### src/rtl/text_pkg.sv
// Shared grid constants, control codes and state encoding for the 64x24 text console.
// The VGA scan-out uses the same grid constants.
package text_pkg;

  localparam int TEXT_COLS   = 64;
  localparam int TEXT_ROWS   = 24;
  localparam int TEXT_CELLS  = 1536;
  localparam int TEXT_ADDR_W = 11;

  typedef logic [TEXT_ADDR_W-1:0] addr_t;

  localparam logic [7:0] CHAR_NL    = 8'h0A;
  localparam logic [7:0] CHAR_FF    = 8'h0C;
  localparam logic [7:0] CLEAR_CODE = 8'h00;

  localparam logic [5:0] LAST_COL = 6'(TEXT_COLS - 1);
  localparam logic [4:0] LAST_ROW = 5'(TEXT_ROWS - 1);

  localparam addr_t CELLS_A       = addr_t'(TEXT_CELLS);
  localparam addr_t COLS_A        = addr_t'(TEXT_COLS);
  // Copy runs one extra cycle so the final read can be written back.
  localparam addr_t SCROLL_LEN    = addr_t'(TEXT_CELLS - TEXT_COLS + 1);
  localparam addr_t LAST_ROW_BASE = addr_t'(TEXT_CELLS - TEXT_COLS);

  typedef enum logic [2:0] {
    CLEAR,
    IDLE,
    PUT,
    CLR_ROW,
    SCROLL
  } state_t;

  // Row-major cell address: row * 64 is a plain 6-bit shift.
  function automatic addr_t cell_addr(input logic [5:0] x, input logic [4:0] y);
    return {y, x};
  endfunction

endpackage

### src/rtl/text_fill_engine.sv
// Cell sequencer for bulk operations: fills a range with CLEAR_CODE, or copies
// the buffer up by one row (read address leads the write by one cycle).
// Optional feature macro: TEXT_SCROLL_EN (enables the read-address generator).
module text_fill_engine
  import text_pkg::*;
(
  input  logic       clk,
  input  logic       rst_n,
  input  logic       start,
  input  addr_t      base,
  input  addr_t      count,
  input  logic       copy,
  input  logic [7:0] rdata,
  output logic       done,
  output logic       we,
  output addr_t      waddr,
  output logic [7:0] wdata,
  output addr_t      raddr
);

  logic  active;
  logic  copy_q;
  addr_t cnt;
  addr_t base_q;
  addr_t count_q;

  // In copy mode cycle 0 only issues a read; cycle k writes cell k-1.
  assign done  = active && (cnt == count_q - addr_t'(1));
  assign we    = active && (!copy_q || (cnt != '0));
  assign waddr = copy_q ? (base_q + cnt - addr_t'(1)) : (base_q + cnt);
  assign wdata = copy_q ? rdata : CLEAR_CODE;

  // Operation control; reset starts a full-screen clear.
  always_ff @(posedge clk) begin
    if (!rst_n) begin
      active  <= 1'b1;
      cnt     <= '0;
      base_q  <= '0;
      count_q <= CELLS_A;
      copy_q  <= 1'b0;
    end else if (start) begin
      active  <= 1'b1;
      cnt     <= '0;
      base_q  <= base;
      count_q <= count;
      copy_q  <= copy;
    end else if (active) begin
      if (done) begin
        active <= 1'b0;
      end
      cnt <= cnt + addr_t'(1);
    end
  end

`ifdef TEXT_SCROLL_EN
  addr_t rd_next;
  assign rd_next = cnt + addr_t'(1);

  // Read address is registered one row ahead of the destination and leads by one cycle.
  always_ff @(posedge clk) begin
    if (!rst_n) begin
      raddr <= '0;
    end else if (start) begin
      raddr <= copy ? (base + COLS_A) : '0;
    end else if (active && copy_q && (rd_next < count_q - addr_t'(1))) begin
      raddr <= base_q + COLS_A + rd_next;
    end else begin
      raddr <= '0;
    end
  end
`else
  assign raddr = '0;
`endif

endmodule

### src/rtl/text_console_writer.sv
// Character-stream writer for the 64x24 text buffer: prints at the cursor,
// handles newline / clear-screen, and scrolls or wraps on row overflow.
// Optional feature macro: TEXT_SCROLL_EN (scroll on overflow instead of wrap to row 0).
module text_console_writer
  import text_pkg::*;
(
  input  logic                   CLOCK_50,
  input  logic                   RESET_N,
  input  logic                   char_valid,
  input  logic [7:0]             char_data,
  output logic                   char_ready,
  output logic [TEXT_ADDR_W-1:0] mem_waddr,
  output logic [7:0]             mem_wdata,
  output logic                   mem_we,
  output logic [TEXT_ADDR_W-1:0] mem_raddr,
  input  logic [7:0]             mem_rdata,
  output logic [5:0]             cursor_x,
  output logic [4:0]             cursor_y,
  output logic                   busy
);

  state_t     state;
  state_t     next_state;
  logic [7:0] code;
  logic [5:0] x_nxt;
  logic [4:0] y_nxt;
  logic       adv;
  logic       put_we;

  logic       start;
  addr_t      start_base;
  addr_t      start_count;
  logic       start_copy;
  logic       fill_done;
  logic       fill_we;
  addr_t      fill_waddr;
  logic [7:0] fill_wdata;

  assign put_we = (state == PUT) && (code != CHAR_NL) && (code != CHAR_FF);

  text_fill_engine u_fill (
    .clk   (CLOCK_50),
    .rst_n (RESET_N),
    .start (start),
    .base  (start_base),
    .count (start_count),
    .copy  (start_copy),
    .rdata (mem_rdata),
    .done  (fill_done),
    .we    (fill_we),
    .waddr (fill_waddr),
    .wdata (fill_wdata),
    .raddr (mem_raddr)
  );

  // Next state, next cursor and bulk-operation launch.
  always_comb begin
    next_state  = state;
    x_nxt       = cursor_x;
    y_nxt       = cursor_y;
    adv         = 1'b0;
    start       = 1'b0;
    start_base  = '0;
    start_count = '0;
    start_copy  = 1'b0;
    case (state)
      CLEAR: begin
        if (fill_done) next_state = IDLE;
      end
      IDLE: begin
        if (char_valid) next_state = PUT;
      end
      PUT: begin
        next_state = IDLE;
        if (code == CHAR_FF) begin
          next_state  = CLEAR;
          x_nxt       = '0;
          y_nxt       = '0;
          start       = 1'b1;
          start_count = CELLS_A;
        end else begin
          adv   = (code == CHAR_NL) || (cursor_x == LAST_COL);
          x_nxt = (code == CHAR_NL) ? 6'd0 : (cursor_x + 6'd1);
          if (adv) begin
            if (cursor_y != LAST_ROW) begin
              y_nxt = cursor_y + 5'd1;
            end else begin
`ifdef TEXT_SCROLL_EN
              next_state  = SCROLL;
              start       = 1'b1;
              start_copy  = 1'b1;
              start_count = SCROLL_LEN;
`else
              next_state  = CLR_ROW;
              y_nxt       = '0;
              start       = 1'b1;
              start_count = COLS_A;
`endif
            end
          end
        end
      end
      CLR_ROW: begin
        if (fill_done) next_state = IDLE;
      end
`ifdef TEXT_SCROLL_EN
      SCROLL: begin
        if (fill_done) begin
          next_state  = CLR_ROW;
          start       = 1'b1;
          start_base  = LAST_ROW_BASE;
          start_count = COLS_A;
        end
      end
`endif
      default: next_state = CLEAR;
    endcase
  end

  // State, cursor and handshake/status flags.
  always_ff @(posedge CLOCK_50) begin
    if (!RESET_N) begin
      state      <= CLEAR;
      cursor_x   <= '0;
      cursor_y   <= '0;
      char_ready <= 1'b0;
      busy       <= 1'b1;
    end else begin
      state      <= next_state;
      cursor_x   <= x_nxt;
      cursor_y   <= y_nxt;
      char_ready <= (next_state == IDLE);
      busy       <= (next_state == CLEAR) || (next_state == CLR_ROW) || (next_state == SCROLL);
    end
  end

  // Character latch at the handshake edge only.
  always_ff @(posedge CLOCK_50) begin
    if (char_valid && char_ready) code <= char_data;
  end

  // Write strobe and address: bulk engine or a printable PUT.
  always_ff @(posedge CLOCK_50) begin
    if (!RESET_N) begin
      mem_we    <= 1'b0;
      mem_waddr <= '0;
    end else begin
      mem_we <= fill_we || put_we;
      if (fill_we) begin
        mem_waddr <= fill_waddr;
      end else if (put_we) begin
        mem_waddr <= cell_addr(cursor_x, cursor_y);
      end
    end
  end

  // Write data follows the same source selection as the address.
  always_ff @(posedge CLOCK_50) begin
    if (fill_we) begin
      mem_wdata <= fill_wdata;
    end else if (put_we) begin
      mem_wdata <= code;
    end
  end

endmodule
### config.mk
export PLATFORM = sky130hd
export DESIGN_NAME = text_console_writer
export DESIGN_NICKNAME = d
export VERILOG_FILES = /design/src/rtl/text_pkg.sv /design/src/rtl/text_fill_engine.sv /design/src/rtl/text_console_writer.sv
export SDC_FILE = /design/constraint.sdc
export NUM_CORES = 1
export LEC_CHECK = 0
export CAP_MARGIN = 10
export CORE_MARGIN = 3
export CORE_UTILIZATION = 55
export DETAILED_ROUTE_END_ITERATION = 10
export HOLD_SLACK_MARGIN = 0.05
export PLACE_DENSITY_LB_ADDON = 0.25
export SYNTH_ARGS = -nofsm -noshare
export SYNTH_HDL_FRONTEND = slang
export SYNTH_HIERARCHICAL = 1
export SYNTH_SLANG_ARGS = --single-unit
### constraint.sdc
create_clock -name CLOCK_50 -period 4.5 [get_ports CLOCK_50]
set_input_delay 0.9 -clock CLOCK_50 [delete_from_list [all_inputs] [get_ports CLOCK_50]]
set_output_delay 0.9 -clock CLOCK_50 [all_outputs]
set_load 0.005 [all_outputs]
==> results by group <==
Hold path
  • Hold Path Stages: 2
  • Hold Path Class: flip-flop to flip-flop

Floorplanning
  • Rows: 32
  • Placeable core region: 0.00797 mm^2
  • Die Y-Extent: 98.1 um
  • Die X-Extent: 98.1 um
  • Initial core utilization: 58.5%
  • Ports: 63
  • Die Footprint: 0.00962 mm^2

Route
  • Met3 layer wire length in the routed design: 524 um
  • Remaining DRCs: 0
  • Initial drt markers: 158
  • Routed length per instance: 15.2 um
  • Routed length on met1: 4.60 mm
  • Uppermost layer routed: met4
  • Total detailed-routing wirelength: 10.2 mm
  • Final ANT Viol Nets: 0
  • Initial DRT Pass Iterations: 4
  • Via total after detailed routing: 3,748
  • Met2 WL: 4.93 mm
  • Via/cell ratio: 5.58

Synthesis
  • Predominant post-synthesis flop cell: sky130_fd_sc_hd__dfxtp_1
  • Most common cell in the synthesized netlist: sky130_fd_sc_hd__dfxtp_1
  • Gate count after technology mapping: 501
  • Yosys top cell area share: 27.0%
  • Async set or reset register ratio after synthesis: 0%
  • Dominant cell type by area after synthesis: sky130_fd_sc_hd__dfxtp_1
  • Unique cell type count in the Yosys netlist: 65
  • Cell area after synthesis: 0.00466 mm^2
  • Leading post-synthesis cells by cell area: sky130_fd_sc_hd__dfxtp_1 (27%), sky130_fd_sc_hd__edfxtp_1 (10%), sky130_fd_sc_hd__mux2i_1 (8.2%)
  • Count of warnings emitted by yosys: 6
  • FF+latch count, synth: 79
  • Post-synth EDFFs: 16
  • Share of the yosys chip area belonging to registers: 37.3%
  • Synth top cells by count: sky130_fd_sc_hd__dfxtp_1 (63), sky130_fd_sc_hd__mux2i_1 (38), sky130_fd_sc_hd__nor2_1 (36), sky130_fd_sc_hd__a21oi_1 (33), sky130_fd_sc_hd__nand2_1 (25)
  • Syn Area/Cell: 9.31 um^2

Power and ir drop
  • Power density of the placed cells: 244 mW/mm^2
  • Comb pwr share: 4.5%
  • Pint: 0.000974 W
  • Reg power frac: 55.4%
  • Net Sw Frac: 26.2%
  • Reported leakage power: 2.09 nW
  • Worst ir drop on vdd: 0.180 mV
  • Total power of the final layout: 0.00132 W
  • Power spent charging and discharging nets: 0.000346 W
  • Clk network pwr share: 40.1%

STA
  • Fin. max-slew vios: 0
  • Measured slew at the worst slew-check pin: 0.743 ns
  • Setup repair after global routing missed its margin: no
  • Number of hold-slack violations in the final timing report: 0
  • Fin crit period: 2.94 ns
  • Fraction of the cycle the final worst path needs: 65.2%
  • Post-route setup TNS: 0 ns
  • Setup ws final: 1.56 ns
  • Total setup violations reported at the end of the flow: 0
  • Worst-case clock skew: 0.0169 ns
  • Headroom to the max-slew limit: 50.4%
  • Maximum operating frequency: 341 MHz
  • Hold slack: 0.527 ns

Global route
  • Number of global-route vias before repair: 3,543
  • Initial antenna violation count: 0
  • Maximum number of pins on one net before global-route repair: 40
  • Global-route wire length before repair: 17.2 mm
  • Overall overflow remaining after global route: 0
  • Overall Global Routing Usage: 21.8%

Critical path
  • Kind of end point of the critical path: flip-flop
  • Endpoint required time on the critical path: 4.76 ns
  • Setup CP Type: flip-flop to flip-flop
  • Crit path arrival time: 3.19 ns
  • R2R cell count: 12
  • Crit path max fanout: 6
  • Critical Path Start Type: flip-flop

Finish
  • Net total in the final layout: 601
  • Final cell count without fillers: 672
  • Number of antenna cells inserted: 0
  • Fillcell total: 621
  • Fraction of final layout cells sized beyond drive strength 1: 7.89%
  • Area added between synthesis and finish: 16.3%

Clock network
  • TritonCTS clock tree: built
  • Post-CTS setup buffer count: 0
  • Max Root-Sink Buffers: 2
  • Buffer type at the clock tree root: sky130_fd_sc_hd__clkbuf_8
  • Clock slew at the register clock pins of the worst setup and hold paths: 0.10 ns
  • H-tree Lvls: 3
  • CTS Hold Buffers Added: 0
  • Clock buffers created by TritonCTS: 9
  • Count of instances resized after the clock tree is built: 0
  • Clock latency on the worst-skew pair: 0.37 ns
  • CTS sink cnt: 79

Place
  • Detailed Place HPWL: 7.55 mm
  • Placed Instances: 656
  • Pre-CTS WS: 1.58 ns
  • Final GP Congestion: 0.903
  • Number of I/O port buffers: 51

Status
  • Status: complete, no violations

Flow run
  • Number of max-cap violations: 0
## kinds of logic after synthesis
kind of cell | count (synthesis) | share of synthesized area [%]
other | 2 | 0.161
buffers and inverters | 48 | 5.96
adder cells (fa/ha/maj) | 17 | 4.72
AND/OR/NAND/NOR | 172 | 20.8
XOR/XNOR | 33 | 6.49
multiplexers | 47 | 10.3
AO/OA/AOI/OAI | 103 | 14.2
flip-flops | 79 | 37.3
## layout by cell type, fill, tap and decap left out, types with 12 or more instances in the layout
cell type / synthesis / final
sky130_fd_sc_hd__ha_1: 16 / 16
sky130_fd_sc_hd__conb_1: 2 / 32
sky130_fd_sc_hd__xnor2_1: 15 / 15
sky130_fd_sc_hd__nor2_1: 36 / 35
sky130_fd_sc_hd__o21ai_0: 21 / 21
sky130_fd_sc_hd__inv_1: 15 / 15
sky130_fd_sc_hd__xor2_1: 17 / 17
sky130_fd_sc_hd__and2_1: 12 / 12
sky130_fd_sc_hd__clkdlybuf4s50_1: 0 / 51
sky130_fd_sc_hd__nor3_1: 12 / 12
sky130_fd_sc_hd__a21oi_1: 33 / 33
sky130_fd_sc_hd__nor2b_1: 21 / 21
sky130_fd_sc_hd__nand2_1: 25 / 25
sky130_fd_sc_hd__edfxtp_1: 16 / 16
sky130_fd_sc_hd__mux2i_1: 38 / 38
sky130_fd_sc_hd__nand3_1: 12 / 12
sky130_fd_sc_hd__dfxtp_1: 63 / 63
## power groups by stage
stage	registers (W)	clock network, W	logic [W]
2_1_floorplan	0.000746	0	0.0000386
3_3_place_gp	0.000748	0	0.0000570
3_5_place_dp	0.000748	0	0.0000589
4_1_cts	0.000731	0.000540	0.0000591
5_1_grt	0.000733	0.000568	0.0000670
6_report	0.000732	0.000530	0.0000592
## stage by stage
stage | util [%] | instance area [um^2]
after floorplan | - | 4780
after global placement | 65.7 | 5230
after detailed placement | 65.7 | 5230
after CTS | 68.1 | 5420
after global routing | 68.1 | 5420
final | 68.1 | 5420
## final cells by class
| cell class | instances | area, um^2 | area share, % |
|---|---|---|---|
| repair buffers | 56 | 548 | 10.1 |
| flip-flops and latches | 79 | 1740 | 32.1 |
| clock inverters | 7 | 66.3 | 1.22 |
| multi-input cells | 404 | 2760 | 50.9 |
| well taps | 102 | 128 | 2.35 |
| clock buffers | 9 | 124 | 2.28 |
| inverters | 15 | 56.3 | 1.04 |
## critical path, cell delays in order, from the launching register on
cell and delay, ns:
sky130_fd_sc_hd__dfxtp_1 0.37, sky130_fd_sc_hd__inv_1 0.09, sky130_fd_sc_hd__ha_1 0.27, sky130_fd_sc_hd__or4b_1 0.57, sky130_fd_sc_hd__xnor2_1 0.17, sky130_fd_sc_hd__or3_1 0.35, sky130_fd_sc_hd__a32oi_1 0.20, sky130_fd_sc_hd__nand4_1 0.15
sky130_fd_sc_hd__nor2_1 0.17, sky130_fd_sc_hd__a22oi_1 0.09, sky130_fd_sc_hd__a2bb2oi_1 0.16, sky130_fd_sc_hd__nor2_1 0.16, sky130_fd_sc_hd__mux2i_1 0.09
## path summary, 6_finish.rpt
check / slack [ns] / to / startpoint
hold reg to reg: 0.53 / cursor_y[1]$_SDFFE_PN0P_ / cursor_y[1]$_SDFFE_PN0P_
hold / removal: 0.53 / cursor_y[1]$_SDFFE_PN0P_ / cursor_y[1]$_SDFFE_PN0P_
setup reg to reg: 1.56 / busy$_SDFF_PN1_ / u_fill/count_q[0]$_SDFFE_PN0P_
setup / recovery: 1.56 / busy$_SDFF_PN1_ / u_fill/count_q[0]$_SDFFE_PN0P_
## state kept, by name, indices dropped and copies added, names as in the netlist, 3 cells and up
| register | count |
|---|---|
| u_fill/cnt | 11 |
| cursor_x | 6 |
| mem_waddr | 11 |
| u_fill/count_q | 11 |
| u_fill/base_q | 11 |
| cursor_y | 5 |
| code | 8 |
| mem_wdata | 8 |
| state | 3 |
## per-layer routing
metal	global-route usage (%)	vias up
li1	-	1888
met1	27.9	1741
met2	36.6	102
met3	4.86	17
met4	6.92	0
met5	0	-
Power figures use the tool's default switching activity.
==> RTL edit (same flow settings) <==
Build with the macro `TEXT_SCROLL_EN` defined.
--- a/src/rtl/text_fill_engine.sv
+++ b/src/rtl/text_fill_engine.sv
@@ -2,4 +2,6 @@
 // the buffer up by one row (read address leads the write by one cycle).
 // Optional feature macro: TEXT_SCROLL_EN (enables the read-address generator).
+`define TEXT_SCROLL_EN
+
 module text_fill_engine
   import text_pkg::*;
Function: same outputs for any inputs over 10 cycles, from zero or initial values and one cycle with RESET_N low; that may be too few to reach the edited logic, so the function may still have changed.
==> RTL edit against the unedited design <==
  * Setup slack worse by 0.74 ns
  * Die area is 20% higher
  * Area after synthesis rose by 21%
  * Critical path depth up 2
  * Count of clock-buffer cells in the layout increased by 3
  * Final area rose by 23%
  * Sequential cell count increased by 11
  * Routed wire length increased by 29%
  * Cell count grew 22%
  * Via count grew 24%
  * Total power up 15%
  * Core utilization down 0.94 points
  * Synthesized cell count up 22%
  * Largest cell class unchanged
==> RTL edit: results (changes against the unedited design) <==
| Metric | Value |
|---|---|
| Pin count of the biggest net entering global routing | `27 (-33%)` |
| Status | `finished clean` |
| Post-DP HPWL | `10200 um (+35%)` |
| Reg clk slew, reported paths | `0.08 ns (-0.02 ns)` |
| Worst vdd ir | `161 uV (-11%)` |
| Synth unique cells | `61 (-6.2%)` |
| Average wire per standard cell | `16.1 um (+5.7%)` |
| GRT Resource Usage Total | `23.3% (+1.5 points)` |
| Worst path max stage delay | `0.45 ns (-0.12 ns)` |
| Combinational power | `79.7 uW (+35%)` |
| Fin nets | `751 (+25%)` |
| Crit path DAT | `3.95 ns (+0.76 ns)` |
| GRT met2 Usage | `39.7% (+3.0 points)` |
| Detailed Routing Iterations Pass 1 | `5 (+1)` |
| First-pass GRT wire length | `21400 um (+24%)` |
| Met3 wire len | `451 um (-14%)` |
| Fin Clk Skew | `0.00625 ns (-0.0107 ns)` |
| GR Util met3 | `2.82% (-2.0 points)` |
| Number of port buffers | `62 (+22%)` |
| Syn Area/Cell | `9.23 um2 (-0.84%)` |
| Worst-path fanout max | `7 (+1)` |
| Pre-CTS setup slack | `0.924 ns (-0.657 ns)` |
| Iter 0 DRT Violations | `282 (+78%)` |
| Tightest Pin Transition | `1.18 ns (+0.441 ns)` |
| Leakage | `0.00273 uW (+31%)` |
| Synth top area cells | `dfxtp_1, ha_1, edfxtp_1` |
| Vias in the first global route | `4417 (+25%)` |
| Post-synthesis sequential area ratio | `34.7% (-2.7 points)` |
| R2R cell count | `14 (+2)` |
| DR vias | `4645 (+24%)` |
| Layout fillers | `823 (+33%)` |
| Capture point of the worst reg-to-reg path | `u_fill/raddr[3]` |
| Internal | `1190 uW (+22%)` |
| Post-synth top cells | `dfxtp_1, ha_1, xor2_1, nor2_1, o21ai_0` |
## RTL edit: worst min-delay path by stage
stage	startpoint	endpoint	slack, ns	cells past startpoint
floorplan	u_fill/count_q[10]	u_fill/count_q[10]	0.46	2
global placement	u_fill/count_q[10]	u_fill/count_q[10]	0.48	2
detailed placement	u_fill/count_q[10]	u_fill/count_q[10]	0.49	2
CTS	u_fill/count_q[10]	u_fill/count_q[10]	0.52	2
global route	u_fill/count_q[10]	u_fill/count_q[10]	0.53	2
finish	u_fill/count_q[10]	u_fill/count_q[10]	0.51	2
## RTL edit: cell type report
cell class,count,area [um2],share of cell area [%]
clock buffer,12,145,2.18
clock inverter,4,73.8,1.11
inverter,22,82.6,1.24
multi-input combinational,493,3560,53.6
sequential,90,1960,29.5
tap,133,166,2.50
timing repair buffer,67,658,9.89
## RTL edit: per-stage QoR
stage / power (uW) / utilization [%] / hold slack (ns) / cell area (um2)
after global routing: 1580 / 67.1 / 0.531 / 6650
after CTS: 1540 / 67.1 / 0.516 / 6650
final: 1520 / 67.1 / 0.513 / 6650
after detailed placement: 922 / 64.9 / 0.493 / 6430
after global placement: 919 / 64.9 / 0.480 / 6430
after floorplan: 886 / - / 0.464 / 5730
## RTL edit: worst min-delay path, cell delays in order, from the launching register on
cell and delay [ns]:
dfxtp_1 0.35, mux2i_1 0.07, nand2_1 0.06
## RTL edit: kinds of logic (layout without fill, tap and decap cells)
group	after synthesis	count (layout)	synth area share, %
simple gates	199	199	19.5
compound gates	110	110	11.8
flops	90	90	34.7
xor+xnor	70	70	11.0
fa+ha+maj	49	49	11.1
buf+inv	49	105	3.78
mux	45	45	8.16
other cells	1	20	0.0663
